==> config.mk <==
export PLATFORM = sky130hd
export DESIGN_NAME = reorder_buffer
export DESIGN_NICKNAME = d
export VERILOG_FILES = /design/src/rtl/reorder_buffer_pkg.sv /design/src/rtl/reorder_buffer_entry_store.sv /design/src/rtl/reorder_buffer.sv
export SDC_FILE = /design/constraint.sdc
export NUM_CORES = 2
export LEC_CHECK = 0
export CORE_ASPECT_RATIO = 0.7
export CORE_MARGIN = 3
export CORE_UTILIZATION = 45
export DETAILED_ROUTE_END_ITERATION = 12
export GPL_TIMING_DRIVEN = 0
export PLACE_DENSITY = 0.65
export SLEW_MARGIN = 20
export SYNTH_ARGS = -nofsm -noshare
export SYNTH_HDL_FRONTEND = slang
export SYNTH_HIERARCHICAL = 1
export SYNTH_SLANG_ARGS = --single-unit
==> constraint.sdc <==
create_clock -name clk -period 44 [get_ports clk]
set_input_delay 11 -clock clk [delete_from_list [all_inputs] [get_ports clk]]
set_output_delay 11 -clock clk [all_outputs]
set_load 0.01 [all_outputs]
==> src/rtl/reorder_buffer_pkg.sv <==
// rtl/reorder_buffer_pkg.sv - shared sizes, entry layout and pointer helpers for the reorder buffer
package reorder_buffer_pkg;

  localparam int ROB_ADDR_W = 5;
  localparam int ROB_DEPTH  = 1 << ROB_ADDR_W;
  localparam int PR_ADDR_W  = 5;
  localparam int PHYS_W     = 2 * PR_ADDR_W;

  typedef logic [ROB_ADDR_W-1:0] rob_idx_t;
  typedef logic [ROB_ADDR_W:0]   rob_ptr_t;

  // One ROB entry; arch/phys/old_phys are {val,flags} pairs
  typedef struct packed {
    logic              valid;
    logic              done;
    logic              is_term;
    logic [7:0]        arch;
    logic [PHYS_W-1:0] phys;
    logic [PHYS_W-1:0] old_phys;
  } rob_entry_t;

  // Full when the index bits match but the wrap bits differ
  function automatic logic ptr_full(input rob_ptr_t head, input rob_ptr_t tail);
    return (head[ROB_ADDR_W-1:0] == tail[ROB_ADDR_W-1:0]) &&
           (head[ROB_ADDR_W] != tail[ROB_ADDR_W]);
  endfunction

endpackage

==> src/rtl/reorder_buffer_entry_store.sv <==
// rtl/reorder_buffer_entry_store.sv - ROB entry array with alloc, three completion and one head read port
module rob_entry_store
  import reorder_buffer_pkg::*;
(
  input  logic                 clk,
  input  logic                 rst,
  input  logic                 flush,
  input  logic                 alloc_en,
  input  rob_idx_t             alloc_idx,
  input  logic [PHYS_W-1:0]    alloc_old_phys,
  input  logic                 alloc_is_term,
  input  logic                 clear_en,
  input  rob_idx_t             clear_idx,
  input  logic                 arith_en,
  input  rob_idx_t             arith_idx,
  input  logic [7:0]           arith_arch,
  input  logic [PHYS_W-1:0]    arith_phys,
  input  logic                 mem_en,
  input  rob_idx_t             mem_idx,
  input  logic [3:0]           mem_arch,
  input  logic [PR_ADDR_W-1:0] mem_phys,
  input  logic                 term_en,
  input  rob_idx_t             term_idx,
  input  logic [7:0]           term_arch,
  input  logic [PHYS_W-1:0]    term_phys,
  input  rob_idx_t             head_idx,
  output rob_entry_t           head_entry,
  output logic [ROB_DEPTH-1:0] valid_bits
);

  rob_entry_t entries [ROB_DEPTH];

  // Per-entry update: flush wins, then retire-clear, alloc, and completions to live entries
  always_ff @(posedge clk or posedge rst) begin
    if (rst) begin
      for (int i = 0; i < ROB_DEPTH; i++) entries[i] <= '0;
    end else begin
      for (int i = 0; i < ROB_DEPTH; i++) begin
        if (flush) begin
          entries[i].valid <= 1'b0;
          entries[i].done  <= 1'b0;
        end else begin
          if (clear_en && clear_idx == rob_idx_t'(i)) begin
            entries[i].valid <= 1'b0;
            entries[i].done  <= 1'b0;
          end
          if (alloc_en && alloc_idx == rob_idx_t'(i)) begin
            entries[i].valid    <= 1'b1;
            entries[i].done     <= 1'b0;
            entries[i].is_term  <= alloc_is_term;
            entries[i].old_phys <= alloc_old_phys;
            entries[i].arch     <= '0;
            entries[i].phys     <= '0;
          end
          if (entries[i].valid) begin
            if (arith_en && arith_idx == rob_idx_t'(i)) begin
              entries[i].done <= 1'b1;
              entries[i].arch <= arith_arch;
              entries[i].phys <= arith_phys;
            end
            // Mem ops write only the val slot; flags slot carries "no mapping"
            if (mem_en && mem_idx == rob_idx_t'(i)) begin
              entries[i].done <= 1'b1;
              entries[i].arch <= {mem_arch, 4'h0};
              entries[i].phys <= {mem_phys, {PR_ADDR_W{1'b0}}};
            end
            if (term_en && term_idx == rob_idx_t'(i)) begin
              entries[i].done <= 1'b1;
              entries[i].arch <= term_arch;
              entries[i].phys <= term_phys;
            end
          end
        end
      end
    end
  end

  // Head read port and live-entry vector
  always_comb begin
    head_entry = entries[head_idx];
    for (int i = 0; i < ROB_DEPTH; i++) valid_bits[i] = entries[i].valid;
  end

endmodule

==> src/rtl/reorder_buffer.sv <==
// rtl/reorder_buffer.sv - in-order retirement with out-of-order completion and term-op redirect
module reorder_buffer
  import reorder_buffer_pkg::*;
(
  input  logic                   clk,
  input  logic                   rst,
  input  logic                   alloc_valid,
  output logic                   alloc_ready,
  input  logic [2*PR_ADDR_W-1:0] alloc_old_phys,
  input  logic                   alloc_is_term,
  output logic [ROB_ADDR_W-1:0]  alloc_entry,
  input  logic                   arith_cpl_valid,
  input  logic [ROB_ADDR_W-1:0]  arith_cpl_entry,
  input  logic [7:0]             arith_cpl_arch,
  input  logic [2*PR_ADDR_W-1:0] arith_cpl_phys,
  input  logic                   mem_cpl_valid,
  input  logic [ROB_ADDR_W-1:0]  mem_cpl_entry,
  input  logic [3:0]             mem_cpl_arch,
  input  logic [PR_ADDR_W-1:0]   mem_cpl_phys,
  input  logic                   term_cpl_valid,
  output logic                   term_cpl_ready,
  input  logic [ROB_ADDR_W-1:0]  term_cpl_entry,
  input  logic [7:0]             term_cpl_arch,
  input  logic [2*PR_ADDR_W-1:0] term_cpl_phys,
  input  logic [15:0]            term_cpl_target,
  output logic                   commit_valid,
  output logic [7:0]             commit_arch,
  output logic [2*PR_ADDR_W-1:0] commit_phys,
  output logic [2*PR_ADDR_W-1:0] commit_free,
  output logic                   redirect_valid,
  output logic [15:0]            redirect_target
);

  rob_ptr_t             head;
  rob_ptr_t             tail;
  logic                 target_held;
  logic [15:0]          target;
  rob_entry_t           head_entry;
  logic [ROB_DEPTH-1:0] valid_bits;
  logic                 alloc_fire;
  logic                 term_fire;

  // Handshakes, commit view of the head entry and the redirect pulse
  always_comb begin
    commit_valid    = head_entry.valid & head_entry.done;
    redirect_valid  = commit_valid & head_entry.is_term;
    alloc_ready     = !ptr_full(head, tail) && !redirect_valid;
    alloc_fire      = alloc_valid & alloc_ready;
    term_cpl_ready  = !target_held;
    term_fire       = term_cpl_valid & term_cpl_ready;
    alloc_entry     = tail[ROB_ADDR_W-1:0];
    commit_arch     = commit_valid ? head_entry.arch : '0;
    commit_phys     = commit_valid ? head_entry.phys : '0;
    commit_free     = commit_valid ? head_entry.old_phys : '0;
    redirect_target = redirect_valid ? target : '0;
  end

  // Pointers: a term commit empties the buffer just past the retiring entry
  always_ff @(posedge clk or posedge rst) begin
    if (rst) begin
      head <= '0;
      tail <= '0;
    end else if (redirect_valid) begin
      head <= head + rob_ptr_t'(1);
      tail <= head + rob_ptr_t'(1);
    end else begin
      if (commit_valid) head <= head + rob_ptr_t'(1);
      if (alloc_fire)   tail <= tail + rob_ptr_t'(1);
    end
  end

  // Single resolved-target register; only a completion to a live entry claims it
  always_ff @(posedge clk or posedge rst) begin
    if (rst) begin
      target_held <= 1'b0;
      target      <= '0;
    end else if (redirect_valid) begin
      target_held <= 1'b0;
    end else if (term_fire && valid_bits[term_cpl_entry]) begin
      target_held <= 1'b1;
      target      <= term_cpl_target;
    end
  end

  rob_entry_store u_store (
    .clk            (clk),
    .rst            (rst),
    .flush          (redirect_valid),
    .alloc_en       (alloc_fire),
    .alloc_idx      (tail[ROB_ADDR_W-1:0]),
    .alloc_old_phys (alloc_old_phys),
    .alloc_is_term  (alloc_is_term),
    .clear_en       (commit_valid),
    .clear_idx      (head[ROB_ADDR_W-1:0]),
    .arith_en       (arith_cpl_valid),
    .arith_idx      (arith_cpl_entry),
    .arith_arch     (arith_cpl_arch),
    .arith_phys     (arith_cpl_phys),
    .mem_en         (mem_cpl_valid),
    .mem_idx        (mem_cpl_entry),
    .mem_arch       (mem_cpl_arch),
    .mem_phys       (mem_cpl_phys),
    .term_en        (term_fire),
    .term_idx       (term_cpl_entry),
    .term_arch      (term_cpl_arch),
    .term_phys      (term_cpl_phys),
    .head_idx       (head[ROB_ADDR_W-1:0]),
    .head_entry     (head_entry),
    .valid_bits     (valid_bits)
  );

endmodule

==> qor.yml <==
outcome:
  status: "completed"
synthesis:
  async_flop_share_pct: 100.0
  ys_ff_latch: 1021
  synthesis.yosys.warnings: 6
  synth_seq_area_share_pct: 42.78
  ys.flop_type: "dfrtp_1"
  syn_inst: 5437
  synth_area_um2: 59730
  synth_nets: 5532
  synth.avg_cell_area_um2: 10.99
  synth.distinct_cells: 92
  synth_edf_count: 0
sta:
  rsz0062_at_grt: "no"
  skew_ns: 0.06406
  worstMarginPinSlew_ns: 1.371
  hold_viol_final: 0
  setup_viol: 0
  post-route-period-util_pct: 40.50
  slew_violations: 0
  fmax_mhz: 56.11
  maxSlewHeadroom_pct: 8.624
  fin_crit_ns: 17.82
power_and_ir_drop:
  ir_drop_mv: 0.04204
  power.clock.fraction_pct: 19.2
  switching_share_pct: 43.68
  leakage_nw: 27.20
  p_comb_share_pct: 48.1
  p_int_mw: 2.871
  sequentialPowerShare_pct: 32.7
  p_sw_mw: 2.227
  cellPowerDensity_nw_per_um2: 75.72
global_route:
  grt_max_degree: 103
  grt_pass1_vias: 53050
  grt_usage_pct: 43.29
  grt_pass1_wl_mm: 419.4
  overflow: 0
  grt_antenna_before_repair: 50
drt:
  drc_errors: 0
  dr.pass1.iters: 8
  via_per_inst: 7.564
  drt_wl_total_mm: 305.8
  ant_nets: 0
  vias: 57080
  drtIter0Drc: 10730
  routedWlPerCell_um: 40.53
floorplan:
  initial_core_util_pct: 45.46
  pin_count: 146
  std_cell_rows: 111
  die_h_um: 310.8
  die-area_um2: 137200
  fp.dieW_um: 441.5
  core_area_um2: 131400
layout:
  multi_input_area_um2: 31430
  nets: 5780
  nFillCells: 11860
  regArea_um2: 25550
  final_layout_size_suffix_gt1_share_pct: 19.53
  layout.cells.non_filler: 7546
  final_util_pct: 51.24
  area_growth_syn_to_layout_pct: 12.71
clocking:
  postCtsSetupBuffers: 0
  cts_tree: "done"
  cts_max_level: 3
  cts_num_sinks: 1021
  numCtsBuffers: 107
  clkSlewWorstSetupHoldPaths_ns: 0.06
  root_buffer: "clkbuf_16"
  postCtsHoldBufs: 0
  clk_latency_ns: 0.81
  post_cts_resized: 0
  cts_max_path_buffers: 3
worst_setup_path:
  worst_ep_required_time_ns: 33.00
  cp_max_fo: 13
  arrival_ns: 6.82
  path_cells: "clkbuf_1, clkbuf_2, clkbuf_1, mux4_2, mux4_2, mux2_2, nand3_1, inv_1, clkbuf_1, a21oi_1, clkdlybuf4s50_1"
  path_class: "flop to output pin"
  endpoint_kind: "output pin"
  crit_top_cell: "clkbuf_1"
  critPathLaunchType: "flop"
  slowest_delay_ns: 0.94
  crit_slowest_cell: "clkbuf_1"
hold_path:
  min_path_type: "flop to flop"
placed_design:
  globalplace.congestion: 1.122
  dpl.hpwl_mm: 233.6
  dp.cells: 7327
  numPortBuffers: 128
flow_run:
  cap_violations: 0
## cells by family (layout without fill, tap and decap cells)
family,after synthesis,in the layout,share of synthesized area [%]
AO/OA/AOI/OAI,1848,1848,22.90
XOR/XNOR,17,17,0.2493
adder cells (fa/ha/maj),2,2,0.04189
buffers and inverters,648,983,4.709
flip-flops,1021,1021,42.78
multiplexers,712,712,19.41
other,0,23,0
AND/OR/NAND/NOR,1189,1189,9.917
## critical path: cells and delay by family, from the launching register on
family                 cells  cell delay, ns
buffers and inverters      6            3.47
AO/OA/AOI/OAI              1            0.30
flip-flops                 1            0.71
multiplexers               3            1.41
AND/OR/NAND/NOR            1            0.13
## cell type report
cell class	count	area share, %
Tap cell	1751	3.254
Buffer	610	4.020
Clock inverter	41	0.8308
Inverter	38	0.2230
Sequential cell	1021	37.95
Multi-Input combinational cell	3768	46.68
Antenna cell	23	0.08549
Clock buffer	155	4.602
Timing Repair Buffer	139	2.353
## flip-flops by register name, summed over array words and instances, names as in the netlist
signal,count
head,6
tail,6
target,16
target_held,1
u_store/entries,960
u_store/valid_bits,32
## power by group through the flow
stage / clock (mW) / sequential [mW] / combinational, mW
4_1_cts: 0.979 / 1.64 / 2.31
5_1_grt: 1.02 / 1.69 / 2.51
3_3_place_gp: 0 / 1.65 / 2.26
3_5_place_dp: 0 / 1.65 / 2.30
6_report: 0.977 / 1.67 / 2.45
2_1_floorplan: 0 / 1.53 / 1.47
## path summary, 6_finish.rpt
check                                      from                   end  slack [ns]  cells past startpoint
setup / recovery                        head[1]           alloc_ready       26.18                     11
hold / removal             u_store/entries[531]  u_store/entries[531]        0.48                      1
setup reg to reg                        head[1]  u_store/entries[454]       34.48                     17
hold reg to reg            u_store/entries[531]  u_store/entries[531]        0.48                      1
max in group asynchronous                   rst  u_store/entries[140]       30.66                      7
min in group asynchronous                   rst  u_store/entries[764]       10.69                      2
## per-stage QoR
step	hold WS, ns	worst slack (ns)	instance area (um2)	setup TNS (ns)	power [mW]
after global placement	0.4613	-8.468	63200	-8129.63	3.905
after detailed placement	0.4692	27.43	63560	0	3.953
after CTS	0.4854	26.59	67220	0	4.928
after floorplan	0.4412	5.091	59730	0	2.999
after global routing	0.4929	26.27	67280	0	5.219
final	0.4838	26.18	67320	0	5.098
## cells in the mapped netlist, types with 18 or more instances
cell type,n,area share (%)
o2bb2ai_1,122,1.8
and3_1,73,0.76
o21ai_1,106,0.89
a211oi_1,37,0.47
a22o_1,364,5.3
a221oi_1,222,3.3
mux2_1,38,0.72
o21ai_0,304,2.5
a311oi_1,32,0.47
nor2b_1,47,0.49
and2_1,20,0.21
inv_1,37,0.23
a211o_1,28,0.41
o211ai_1,21,0.26
a311o_1,32,0.54
a22oi_1,91,1.1
buf_2,111,0.93
dfrtp_1,1021,43
mux2_2,342,6.4
nand3_1,177,1.5
o221ai_1,28,0.41
o221a_1,21,0.40
a221o_1,34,0.57
mux4_2,310,12
buf_1,74,0.47
nor3_1,109,0.91
a21oi_1,234,2.0
buf_4,46,0.58
a21o_1,59,0.74
nand2_1,311,2.0
nor2_1,313,2.0
nor3_2,18,0.30
clkbuf_1,371,2.3
## layer usage
metal	vias up	global-route usage [%]	wire, um
li1	21820	-	-
met4	28	16.42	14770
met3	924	27.08	58800
met2	5182	54.15	113700
met5	-	1.543	532
met1	29120	59.15	118100
## layout by cell type (no fill, tap or decap), drive strengths merged, types with 10 or more instances in the layout
cell type / instances
a211oi: 47
nand2: 312
o21ai: 410
nor2b: 47
clkdlybuf4s50: 128
a22o: 365
a22oi: 92
o2bb2ai: 122
a221oi: 223
diode: 23
o221a: 38
and3: 73
a311oi: 32
a221o: 34
nand2b: 17
o221ai: 28
nand4b: 11
o31ai: 17
dfrtp: 1021
nor2: 321
and2: 22
o211ai: 21
nand3: 177
a311o: 32
a21oi: 234
a21o: 59
nor3: 127
o22ai: 12
inv: 41
clkbuf: 530
clkinv: 24
mux2: 389
nor4: 10
nand4: 10
a211o: 28
buf: 246
mux4: 314
Power figures use the tool's default switching activity.
